`src/rtl/seg_scan_pkg.sv`:
```
// Shared types and constants for the multiplexed seven-segment scanner.
// The segment bit order is common with the upstream digit-to-segment converter.
package seg_scan_pkg;

    // Active-low segment code that lights nothing.
    localparam logic [7:0] SEG_BLANK = 8'hff;

    // Segment bit positions within a code byte: {dp,g,f,e,d,c,b,a}.
    localparam int unsigned SEG_A  = 0;
    localparam int unsigned SEG_B  = 1;
    localparam int unsigned SEG_C  = 2;
    localparam int unsigned SEG_D  = 3;
    localparam int unsigned SEG_E  = 4;
    localparam int unsigned SEG_F  = 5;
    localparam int unsigned SEG_G  = 6;
    localparam int unsigned SEG_DP = 7;

    typedef enum logic [0:0] {
        ST_GUARD,
        ST_SHOW
    } state_e;

    function automatic int unsigned max_u(input int unsigned a, input int unsigned b);
        return (a > b) ? a : b;
    endfunction

endpackage

```
`src/rtl/seg_scan_if.sv`:
```
// Code-in / display-out bundle between the segment converter, seg_scan and the pads.
interface seg_scan_if #(
    parameter int unsigned DIGITS = 4
);
    logic [8*DIGITS-1:0] code;
    logic                code_vld;
    logic                upd_ack;
    logic [7:0]          seg;
    logic [DIGITS-1:0]   sel;
    logic                frame;

    modport master (
        output code,
        output code_vld,
        input  upd_ack,
        input  seg,
        input  sel,
        input  frame
    );

    modport slave (
        input  code,
        input  code_vld,
        output upd_ack,
        output seg,
        output sel,
        output frame
    );
endinterface

```
`src/rtl/seg_scan_timer.sv`:
```
// Phase timer: restarts from zero on load and flags the cycle where it reaches last.
module seg_scan_timer #(
    parameter int unsigned WIDTH = 16
) (
    input  logic             clk,
    input  logic             rst,
    input  logic             load,
    input  logic [WIDTH-1:0] last,
    output logic             tc
);

    logic [WIDTH-1:0] count_q;

    assign tc = (count_q == last);

    always_ff @(posedge clk or negedge rst) begin
        if (!rst) begin
            count_q <= '0;
        end else if (load) begin
            count_q <= '0;
        end else begin
            count_q <= count_q + 1'b1;
        end
    end

endmodule

```
`src/rtl/seg_scan.sv`:
```
// Multiplexed seven-segment driver: double-buffered code capture, guarded digit scan,
// registered active-low segment and digit-select outputs.
module seg_scan
    import seg_scan_pkg::*;
#(
    parameter int unsigned DIGITS = 4,
    parameter int unsigned DIV    = 50000,
    parameter int unsigned GUARD  = 16
) (
    input  logic        clk,
    input  logic        rst,
    seg_scan_if.slave   bus
);

    localparam int unsigned TW = $clog2(max_u(DIV, GUARD));
    localparam int unsigned IW = (DIGITS > 1) ? $clog2(DIGITS) : 1;

    localparam logic [TW-1:0] GUARD_LAST = TW'(GUARD - 1);
    localparam logic [TW-1:0] DIV_LAST   = TW'(DIV - 1);
    localparam logic [IW-1:0] IDX_LAST   = IW'(DIGITS - 1);

    state_e              state_q;
    logic [IW-1:0]       idx_q;
    logic [8*DIGITS-1:0] pending_q;
    logic [8*DIGITS-1:0] shadow_q;
    logic                pend_vld_q;
    logic [7:0]          seg_q;
    logic [DIGITS-1:0]   sel_q;
    logic                frame_q;
    logic                upd_ack_q;

    logic                tmr_tc;
    logic [TW-1:0]       tmr_last;

    assign tmr_last = (state_q == ST_GUARD) ? GUARD_LAST : DIV_LAST;

    // Every terminal count is a state change, so it doubles as the timer restart.
    seg_scan_timer #(
        .WIDTH (TW)
    ) u_timer (
        .clk  (clk),
        .rst  (rst),
        .load (tmr_tc),
        .last (tmr_last),
        .tc   (tmr_tc)
    );

    always_ff @(posedge clk or negedge rst) begin
        if (!rst) begin
            state_q    <= ST_GUARD;
            idx_q      <= '0;
            pending_q  <= {DIGITS{SEG_BLANK}};
            shadow_q   <= {DIGITS{SEG_BLANK}};
            pend_vld_q <= 1'b0;
            seg_q      <= SEG_BLANK;
            sel_q      <= '1;
            frame_q    <= 1'b0;
            upd_ack_q  <= 1'b0;
        end else begin
            frame_q   <= 1'b0;
            upd_ack_q <= 1'b0;

            unique case (state_q)
                ST_GUARD: begin
                    if (tmr_tc) begin
                        state_q <= ST_SHOW;
                        sel_q   <= ~(DIGITS'(1) << idx_q);
                        seg_q   <= shadow_q[8*idx_q +: 8];
                    end
                end
                ST_SHOW: begin
                    if (tmr_tc) begin
                        state_q <= ST_GUARD;
                        sel_q   <= '1;
                        seg_q   <= SEG_BLANK;
                        if (idx_q == IDX_LAST) begin
                            idx_q   <= '0;
                            frame_q <= 1'b1;
                            if (pend_vld_q) begin
                                shadow_q   <= pending_q;
                                pend_vld_q <= 1'b0;
                                upd_ack_q  <= 1'b1;
                            end
                        end else begin
                            idx_q <= idx_q + 1'b1;
                        end
                    end
                end
                default: begin
                    state_q <= ST_GUARD;
                end
            endcase

            // Placed after the commit so a write on the boundary edge keeps pend_vld set.
            if (bus.code_vld) begin
                pending_q  <= bus.code;
                pend_vld_q <= 1'b1;
            end
        end
    end

    assign bus.seg     = seg_q;
    assign bus.sel     = sel_q;
    assign bus.frame   = frame_q;
    assign bus.upd_ack = upd_ack_q;

endmodule

```
`src/flat_wrapper.sv`:
```
// flat-port wrapper written by rule: the top's interface ports become plain ports
module seg_scan_flat import seg_scan_pkg::*;
#(
    parameter int unsigned DIGITS = 4,
    parameter int unsigned DIV    = 50000,
    parameter int unsigned GUARD  = 16
)
  (clk, rst, bus_code, bus_code_vld, bus_upd_ack, bus_seg, bus_sel, bus_frame);
  seg_scan_if #(.DIGITS(DIGITS)) bus_i ();
  input  logic clk;
  input  logic rst;
  input wire logic [$bits(bus_i.code)-1:0] bus_code;
  input wire logic [$bits(bus_i.code_vld)-1:0] bus_code_vld;
  output wire logic [$bits(bus_i.upd_ack)-1:0] bus_upd_ack;
  output wire logic [$bits(bus_i.seg)-1:0] bus_seg;
  output wire logic [$bits(bus_i.sel)-1:0] bus_sel;
  output wire logic [$bits(bus_i.frame)-1:0] bus_frame;
  assign bus_i.code = bus_code;
  assign bus_i.code_vld = bus_code_vld;
  assign bus_upd_ack = bus_i.upd_ack;
  assign bus_seg = bus_i.seg;
  assign bus_sel = bus_i.sel;
  assign bus_frame = bus_i.frame;
  seg_scan #(.DIGITS(DIGITS), .DIV(DIV), .GUARD(GUARD)) u_core (.clk(clk), .rst(rst), .bus(bus_i));
endmodule
```
`config.mk`:
```
export PLATFORM = sky130hd
export DESIGN_NAME = seg_scan_flat
export DESIGN_NICKNAME = d
export VERILOG_FILES = /design/src/rtl/seg_scan_pkg.sv /design/src/rtl/seg_scan_if.sv /design/src/rtl/seg_scan_timer.sv /design/src/rtl/seg_scan.sv /design/src/flat_wrapper.sv
export SDC_FILE = /design/constraint.sdc
export NUM_CORES = 1
export LEC_CHECK = 0
export ABC_AREA = 1
export CAP_MARGIN = 0
export CORE_MARGIN = 2
export CORE_UTILIZATION = 50
export DETAILED_ROUTE_END_ITERATION = 8
export PLACE_DENSITY = 0.77
export SYNTH_ARGS = -nofsm -noshare
export SYNTH_HDL_FRONTEND = slang
export SYNTH_SLANG_ARGS = --single-unit
```
`constraint.sdc`:
```
create_clock -name clk -period 3.8 [get_ports clk]
set_input_delay 0.57 -clock clk [delete_from_list [all_inputs] [get_ports clk]]
set_output_delay 0.57 -clock clk [all_outputs]
set_load 0.02 [all_outputs]
```
# --- Yosys cells after proc, flatten, opt, wreduce, memory -nomap -nowiden ---
# Index checks and enable logic that the tools add are counted.
op_classes:
  bitwise: 2
  n_shift: 2
  n_eq_ne: 4
  n_mux: 23
  addsub: 2
  reduce_logical: 7
ops:
  columns: ["operator", "n"]
  rows:
  - ["$mux W16", 2]
  - ["$shiftx A32 B6 Y8", 1]
  - ["$add A16 B1 Y16 const B", 1]
  - ["$eq A16 B16 Y1", 1]
  - ["$mux W8", 2]
  - ["$pmux W8 S2", 1]
  - ["$mux W1", 13]
  - ["$mux W4", 2]
  - ["$pmux W4 S2", 1]
  - ["$reduce_bool A2 Y1", 3]
  - ["$not A4 Y4", 1]
  - ["$reduce_and A2 Y1", 2]
  - ["$reduce_and A4 Y1", 1]
  - ["$shl A1 B2 Y4 const A", 1]
  - ["$reduce_and A3 Y1", 1]
  - ["$add A2 B1 Y2 const B", 1]
  - ["$eq A2 B2 Y1 const B", 1]
  - ["$mux W2", 1]
  - ["$ne A2 B1 Y1 const B", 1]
  - ["$ne A2 B2 Y1 const B", 1]
  - ["$pmux W1 S2", 1]
  - ["$not A1 Y1", 1]
totals:
  regBits: 98
  in_bits: 35
  wordCells: 50

# --- Depth between registers and ports, before layout ---
depth:
  depth_word: 5
  mapped_depth: 13
  mapped_depth_nobuf: 13

# --- Cells and area by module ---
# A second synthesis with hierarchy kept.
unflattened:
  hier_cells: 575
  hier_area_um2: 4673.2
modules_own_cells:
  columns: ["module", "n_inst", "cells_each", "area_per_inst_um2"]
  rows:
  - ["seg_scan", 1, 417, 3590.9]
  - ["seg_scan_timer", 1, 158, 1082.3]

# --- Least setup slack after synthesis ---
# No wires, ideal clock.
synth_timing:
  path_type: "reg2reg"
  from: "register u_core.u_timer.count_q[0]"
  to: "register u_core.seg_q[1], in the netlist u_core.bus.seg[1]"
  arrival_time_ns: 2.061
  path_buffers: 0
  period_less_slack_ns: 2.139
  stages_incl_launch_ff: 14
  path_slack_ns: 1.661
  path_cell_list: "dfrtp_1 ha_1 nand2_1 nor2_4 nand3_1 nor2_4 nand2_1 ha_1 nor2_1 inv_1 nor2_1 inv_2 o22ai_1 inv_1"
synth_via:
  elab_chain_cells: 3
  word_cells_on_any_way: 4
  classes_between: "3 x eq/ne; 1 x reduce/logical"
synth_lines:
  columns: ["element", "line", "rtl"]
  rows:
  - ["start, declared", "seg_scan_timer.sv:12", "logic [WIDTH-1:0] count_q;"]
  - ["start signal, assigned", "seg_scan_timer.sv:22", "count_q <= count_q + 1'b1;"]
  - ["$eq A16 B16 Y1 (*)", "seg_scan_timer.sv:14", "assign tc = (count_q == last);"]
  - ["$ne A2 B2 Y1 (no source line) or $ne A2 B1 Y1 (tied branches)", null, null]
  - ["$reduce_and A2 Y1 (no source line) (*)", null, null]
  - ["end signal, assigned", "seg_scan.sv:68", "seg_q <= shadow_q[8*idx_q +: 8];"]
  - ["end, declared", "seg_scan.sv:27", "logic [7:0] seg_q;"]
# Every way passes the cells marked *; elsewhere a longest branch is shown, timed or not.
# A chain may end at the register's enable or synchronous reset.

# --- Worst setup path in the final report ---
# Ends and elaborated chain as after synthesis.

==> results.yml <==
outcome:
  outcome: "complete, no violations"
grt:
  grt_overflow: 0
  grt_usage: 0.201
  antenna_found_initial: 0
  grt_pass1_wl_um: 16100
  grt_pass1_vias: 3324
  grt_max_degree: 83
clock_tree:
  postCtsSetupBuffers: 0
  tritoncts: "built"
  clk_pin_slew_ns: 0.09
  numClockSinks: 98
  numCtsBuffers: 9
  postCtsHoldBufs: 0
  clock_path_buffers: 2
  clock-root-buffer: "clkbuf_8"
  cts_repair_resize_count: 0
  htree_levels: 3
  worstSkewPairLatency_ns: 0.37
yosys:
  synth_largest_area_cell: "dfstp_2"
  async_reset_ff_frac: 1.00
  synth.avg_cell_area_um2: 8.85
  seq_area_frac_synth: 0.554
  synth_common_cells: "186 x nand2_1, 76 x dfstp_2, 45 x nor2_1"
  syn_area_um2: 4600
  synthFlopType: "dfstp_2"
  ys.warnings.count: 0
  synth.most_common_cell: "nand2_1"
  yosys-top-cells-area: "dfstp_2 43%, nand2_1 15%, dfrtp_1 12%, nand4_1 4.8%, nor2_1 3.7%"
  yosysTopAreaCellShare: 0.434
  ys_ff_latch: 98
  syn_inst: 520
  synth_enable_flop_cells: 0
  synth.net_count: 563
  synth.distinct_cells: 34
critical_path:
  start_kind: "flop"
  critPathTopFamily: "simple AND/OR/NAND/NOR gates"
  crit_fanout: 13
  criticalPathCategory: "reg -> reg"
  worst-path-buf-inv: 4
  crit_chain: "ha_1, nand2_1, nor2_4, nand3_1, nor2_4, nand2_1, ha_1, nor2_1, buf_4, inv_1, nor2_1, inv_2, o22ai_1, inv_1"
  cp_slowest_cell: "dfrtp_1"
  required_ns: 4.10
  end_kind: "flop"
  worst_ep_arrival_time_ns: 2.87
  cp_slowest_stage_delay_ns: 0.38
sta:
  slew_headroom: 0.347
  min_period_ns: 2.57
  skew_ns: 0.0111
  setup_viol: 0
  drv_slew: 0
  fmax_mhz: 389
  fin_setup_tns_ns: 0
  tightest_slew_ns: 0.980
  rsz0062_at_grt: "no"
  hold_violations: 0
  period_share: 0.676
floorplanning:
  core_area_um2: 8810
  initial_core_util: 0.522
  row_count: 34
  die_y_um: 99.9
  pin_count: 49
  fp.dieW_um: 99.9
  die_area_um2: 9980
hold_path:
  min_path_type: "in -> async"
power_and_ir_drop:
  power_density_nw_per_um2: 357
  p_leak_nw: 2.44
  peakVddDrop_mv: 0.219
cells_and_area:
  nets: 601
  utilization: 0.599
  fin_area_um2: 5280
  layout-drive-gt1-share: 0.194
  area_growth_pct: 14.7
  fill_cells: 748
  num_antenna_cells: 0
drt:
  drt_iter0_drc: 200
  viasPerCell: 5.23
  wl_per_cell_um: 13.6
  vias: 3510
  drc: 0
  drt-pass1-iter-count: 4
  detail-route-antenna-nets: 0
  routed_wl_um: 9150
placed_design:
  place_area_um2: 5080
  gp_congestion: 0.856
  portBuffers: 48
  dp_hpwl_um: 6320
run:
  maxCapViolations: 0
==> through the flow <==
step / total power, W / hold slack [ns] / instances / worst slack [ns]
finish: 0.00188 / 0.343 / 671 / 1.23
global route: 0.00196 / 0.429 / 671 / 0.946
CTS: 0.00190 / 0.393 / 671 / 1.23
detailed placement: 0.00123 / 0.456 / 655 / 1.24
global placement: 0.00123 / 0.452 / 655 / 1.41
floorplan: 0.00116 / 0.274 / 520 / 1.66
==> power by group <==
| part | leakage, nW | internal, W | switching [W] |
|---|---|---|---|
| Clock | 0.0941 | 0.000310 | 0.000361 |
| Combinational | 1.27 | 0.0000450 | 0.0000495 |
| Sequential | 1.08 | 0.00110 | 0.0000183 |
==> sequential cells by signal (all words and copies together) (netlist names), 2 cells and up <==
name and cells:
u_core.u_timer.count_q 16, u_core.shadow_q 32, u_core.bus.seg 8, u_core.bus.sel 4, u_core.pending_q 32, u_core.idx_q 2
==> routing by layer <==
| layer | global-route usage | share of wire | vias up |
|---|---|---|---|
| met5 | 0 | 0 | - |
| met4 | 0.0759 | 0.019 | 0 |
| met3 | 0.0306 | 0.046 | 14 |
| met2 | 0.293 | 0.45 | 87 |
| met1 | 0.307 | 0.49 | 1654 |
| li1 | - | - | 1755 |
==> layout by cell type, fill, tap and decap left out, drive strengths merged, types with 11 or more instances in the layout <==
cell type / n
dfrtp: 22
o22ai: 16
nand2: 188
dfstp: 76
clkbuf: 11
nand4: 36
inv: 37
clkdlybuf4s50: 47
o21ai: 22
nor2: 50
==> area by class of cell <==
class | instances | area [µm²] | share of cell area
flip-flops and latches | 98 | 2550 | 0.483
well taps | 108 | 135 | 0.0256
inverters | 38 | 143 | 0.0270
repair buffers | 53 | 515 | 0.0977
clock inverters | 5 | 63.8 | 0.0121
multi-input cells | 358 | 1740 | 0.330
clock buffers | 11 | 131 | 0.0249
==> cells by family after synthesis <==
group	count (synthesis)	synth area share
AND/OR/NAND/NOR	293	0.279
flip-flops	98	0.554
buffers and inverters	64	0.0680
AO/OA/AOI/OAI	46	0.0563
XOR/XNOR	11	0.0209
adder cells (fa/ha/maj)	8	0.0218
==> final timing paths <==
| path | slack, ns | from | to | depth (start not counted) |
|---|---|---|---|---|
| min | 0.34 | rst | u_core.u_timer.count_q[11] | 1 |
| max | 1.23 | u_core.u_timer.count_q[0] | u_core.bus.seg[1] | 14 |
| min in group clk | 0.47 | u_core.pending_q[23] | u_core.pending_q[23] | 2 |
| min reg2reg | 0.47 | u_core.pending_q[23] | u_core.pending_q[23] | 2 |
| max in group asynchronous | 2.56 | rst | u_core.pending_q[21] | 2 |
| max reg2reg | 1.23 | u_core.u_timer.count_q[0] | u_core.bus.seg[1] | 14 |
No activity file was read; power rests on OpenSTA's default activity.
==> RTL change (same flow settings) <==
`GUARD` is set to 16 in 2 places; all go to 8.
--- a/src/rtl/seg_scan.sv
+++ b/src/rtl/seg_scan.sv
@@ -5,7 +5,7 @@
 #(
     parameter int unsigned DIGITS = 4,
     parameter int unsigned DIV    = 50000,
-    parameter int unsigned GUARD  = 16
+    parameter int unsigned GUARD  = 8
 ) (
     input  logic        clk,
     input  logic        rst,
--- a/src/flat_wrapper.sv
+++ b/src/flat_wrapper.sv
@@ -3,7 +3,7 @@
 #(
     parameter int unsigned DIGITS = 4,
     parameter int unsigned DIV    = 50000,
-    parameter int unsigned GUARD  = 16
+    parameter int unsigned GUARD  = 8
 )
   (clk, rst, bus_code, bus_code_vld, bus_upd_ack, bus_seg, bus_sel, bus_frame);
   seg_scan_if #(.DIGITS(DIGITS)) bus_i ();
Check against the original RTL: not equivalent (a bounded check fails within 10 cycles, from zero or initial values and one cycle with rst low).
==> RTL change against the unedited design <==
Synthesized area decreased by 0.65%. Critical path type unchanged. Via count decreased by 0.68%. Wire length increased by 0.70%. Combinational power increased by 0.8%. Largest cell class unchanged. Sequential cell count unchanged. Total power increased by 2.3%. Clock power increased by 6.6%. Clock skew increased by 0.00090 ns. Worst setup slack got worse by 0.0016 ns. Final area increased by 0.28%.
==> RTL change: results (changes against the unedited design) <==
[timing]
skew_ns = 0.0120  ; was 0.0111 ns
worst_pin_slew_ns = 0.951  ; was 0.980 ns

[grt]
grt_use_total = 0.200  ; was 0.201
antenna_found_initial = 0  ; unchanged
grt_max_degree = 67  ; was 83
grt_pass1_wl_um = 15800  ; was 16,100 um
grt_pass1_vias = 3330  ; was 3,324

[critical_path]
arrival_ns = 2.86  ; was 2.87 ns
rrSetupSlack_ns = 1.23  ; about the same
critPathKind = register to register  ; unchanged
crit_end = u_core.bus.sel[0]  ; was u_core.bus.seg[1]
rr_worst_depth = 12  ; was 14
cp_max_fo = 13  ; unchanged
reg2reg_from = u_core.u_timer.count_q[0]  ; unchanged

[route]
wl_um = 9210  ; was 9150 um
route.detailed.drc = 0  ; unchanged
drt_iter0_drc = 177  ; was 200
drt-vias-per-instance = 5.05  ; was 5.23
wl_per_cell_um = 13.3  ; was 13.6 um

[cts]
post_cts_buffers = 0  ; unchanged
cts.htree.levels = 3  ; unchanged
clk_pin_slew_ns = 0.10
cts_root_buffer = clkbuf_8  ; unchanged
clock_latency_ns = 0.36

[power]
p_sw_w = 0.000434  ; was 0.000429 W
ir_drop_uv = 273  ; was 219 uV
p_leak_nw = 2.59  ; was 2.44 nW

[synthesis]
synthDistinctLibCells = 30  ; was 34
synthArstFlopShare = 1.00  ; unchanged
yosysSeqAreaShare = 0.558  ; was 0.554
synthTopCellsByCount = 196 x nand2_1, 76 x dfstp_2, 52 x nor2_1  ; was 186 x nand2_1, 76 x dfstp_2, 45 x nor2_1
ys_top_cells_by_area = dfstp_2 44%, nand2_1 16%, dfrtp_1 12%  ; was dfstp_2 43%, nand2_1 15%, dfrtp_1 12%
syn_nets = 582  ; was 563
synth_area_per_cell_um2 = 8.48  ; was 8.85 um2

[placement]
dp_cells = 674  ; was 655
hpwlAfterDp_um = 6340  ; was 6320 um
port_buffers = 48  ; unchanged
routabilityCongestion = 0.896  ; was 0.856

[status]
outcome = complete, no violations  ; unchanged

[cells_and_area]
top_regs = u_core.pending_q (32), u_core.shadow_q (32), u_core.u_timer.count_q (16)  ; unchanged
nNetsFinal = 620  ; was 601
drive_above_1_share = 0.184  ; was 0.194
n_fill_cell = 761  ; was 748

-- RTL change: changes by cell type in the layout (fill, tap and decap cells not counted), sizes merged, moves of 5 or more --
cell / unedited run / this run
o22ai: 16 / 8
nand2: 188 / 200
nor2: 50 / 55
nand4: 36 / 2
o21ai: 22 / 29
inv: 37 / 44
nand3: 10 / 48
-- RTL change: power by group through the flow --
stage	clock network (W)	logic (W)	registers (W)
2_1_floorplan	0	0.0000359	0.00113
3_3_place_gp	0	0.0000948	0.00113
3_5_place_dp	0	0.0000978	0.00113
4_1_cts	0.000728	0.0000978	0.00111
5_1_grt	0.000781	0.000111	0.00112
6_report	0.000715	0.0000954	0.00111
-- RTL change: cell type report --
type                            count  area (um2)  share of cell area
Inverter                           44         165              0.0312
Clock inverter                      5        61.3              0.0116
Multi-Input combinational cell    372        1720               0.325
Tap cell                          108         135              0.0255
Clock buffer                       11         153              0.0289
Sequential cell                    98        2550               0.482
Timing Repair Buffer               52         508              0.0960
-- RTL change: how the worst min path moves through the flow --
stage / startpoint / to / slack [ns] / cells past startpoint
2_1_floorplan: rst / u_core.bus.frame / 0.27 / 0
3_3_place_gp: u_core.pending_q[1] / u_core.pending_q[1] / 0.45 / 2
3_5_place_dp: u_core.pending_q[15] / u_core.pending_q[15] / 0.45 / 2
4_1_cts: rst / u_core.idx_q[1] / 0.30 / 1
5_1_grt: rst / u_core.idx_q[1] / 0.34 / 1
6_report: rst / u_core.idx_q[1] / 0.29 / 1
-- RTL change: layer usage --
layer,part of all wire,track usage,vias up
li1,-,-,1750
met1,0.46,0.273,1643
met2,0.48,0.314,79
met3,0.043,0.0429,14
met4,0.017,0.0759,0
met5,0,0,-
-- RTL change: per-stage QoR --
| step | setup slack (ns) | cell area [um2] | hold WS [ns] |
|---|---|---|---|
| after floorplan | 1.75 | 4570 | 0.274 |
| after global placement | 1.34 | 5080 | 0.452 |
| after detailed placement | 1.24 | 5080 | 0.455 |
| after CTS | 1.22 | 5290 | 0.300 |
| after global routing | 0.910 | 5290 | 0.335 |
| final | 1.23 | 5290 | 0.292 |
-- RTL change: worst max-delay path: stages (launching register included) --
cell     delay (ns)
dfrtp_1        0.38
ha_1           0.19
nand2_1        0.10
inv_2          0.08
nand3_2        0.07
nor2_4         0.17
nand3_1        0.38
ha_1           0.34
nor2_1         0.10
buf_4          0.19
nand2_1        0.23
inv_1          0.18
a21oi_1        0.09
-- RTL change: logic make-up (layout without fill, tap and decap cells) --
logic type,Yosys count,in the layout,share of synthesized area
AOI/OAI and AO/OA,45,45,0.0520
xor gates and xnor gates,8,8,0.0153
adders and majority gates,8,8,0.0219
buffers and inverters,69,112,0.0660
and+or+nand+nor,311,311,0.287
DFF,98,98,0.558
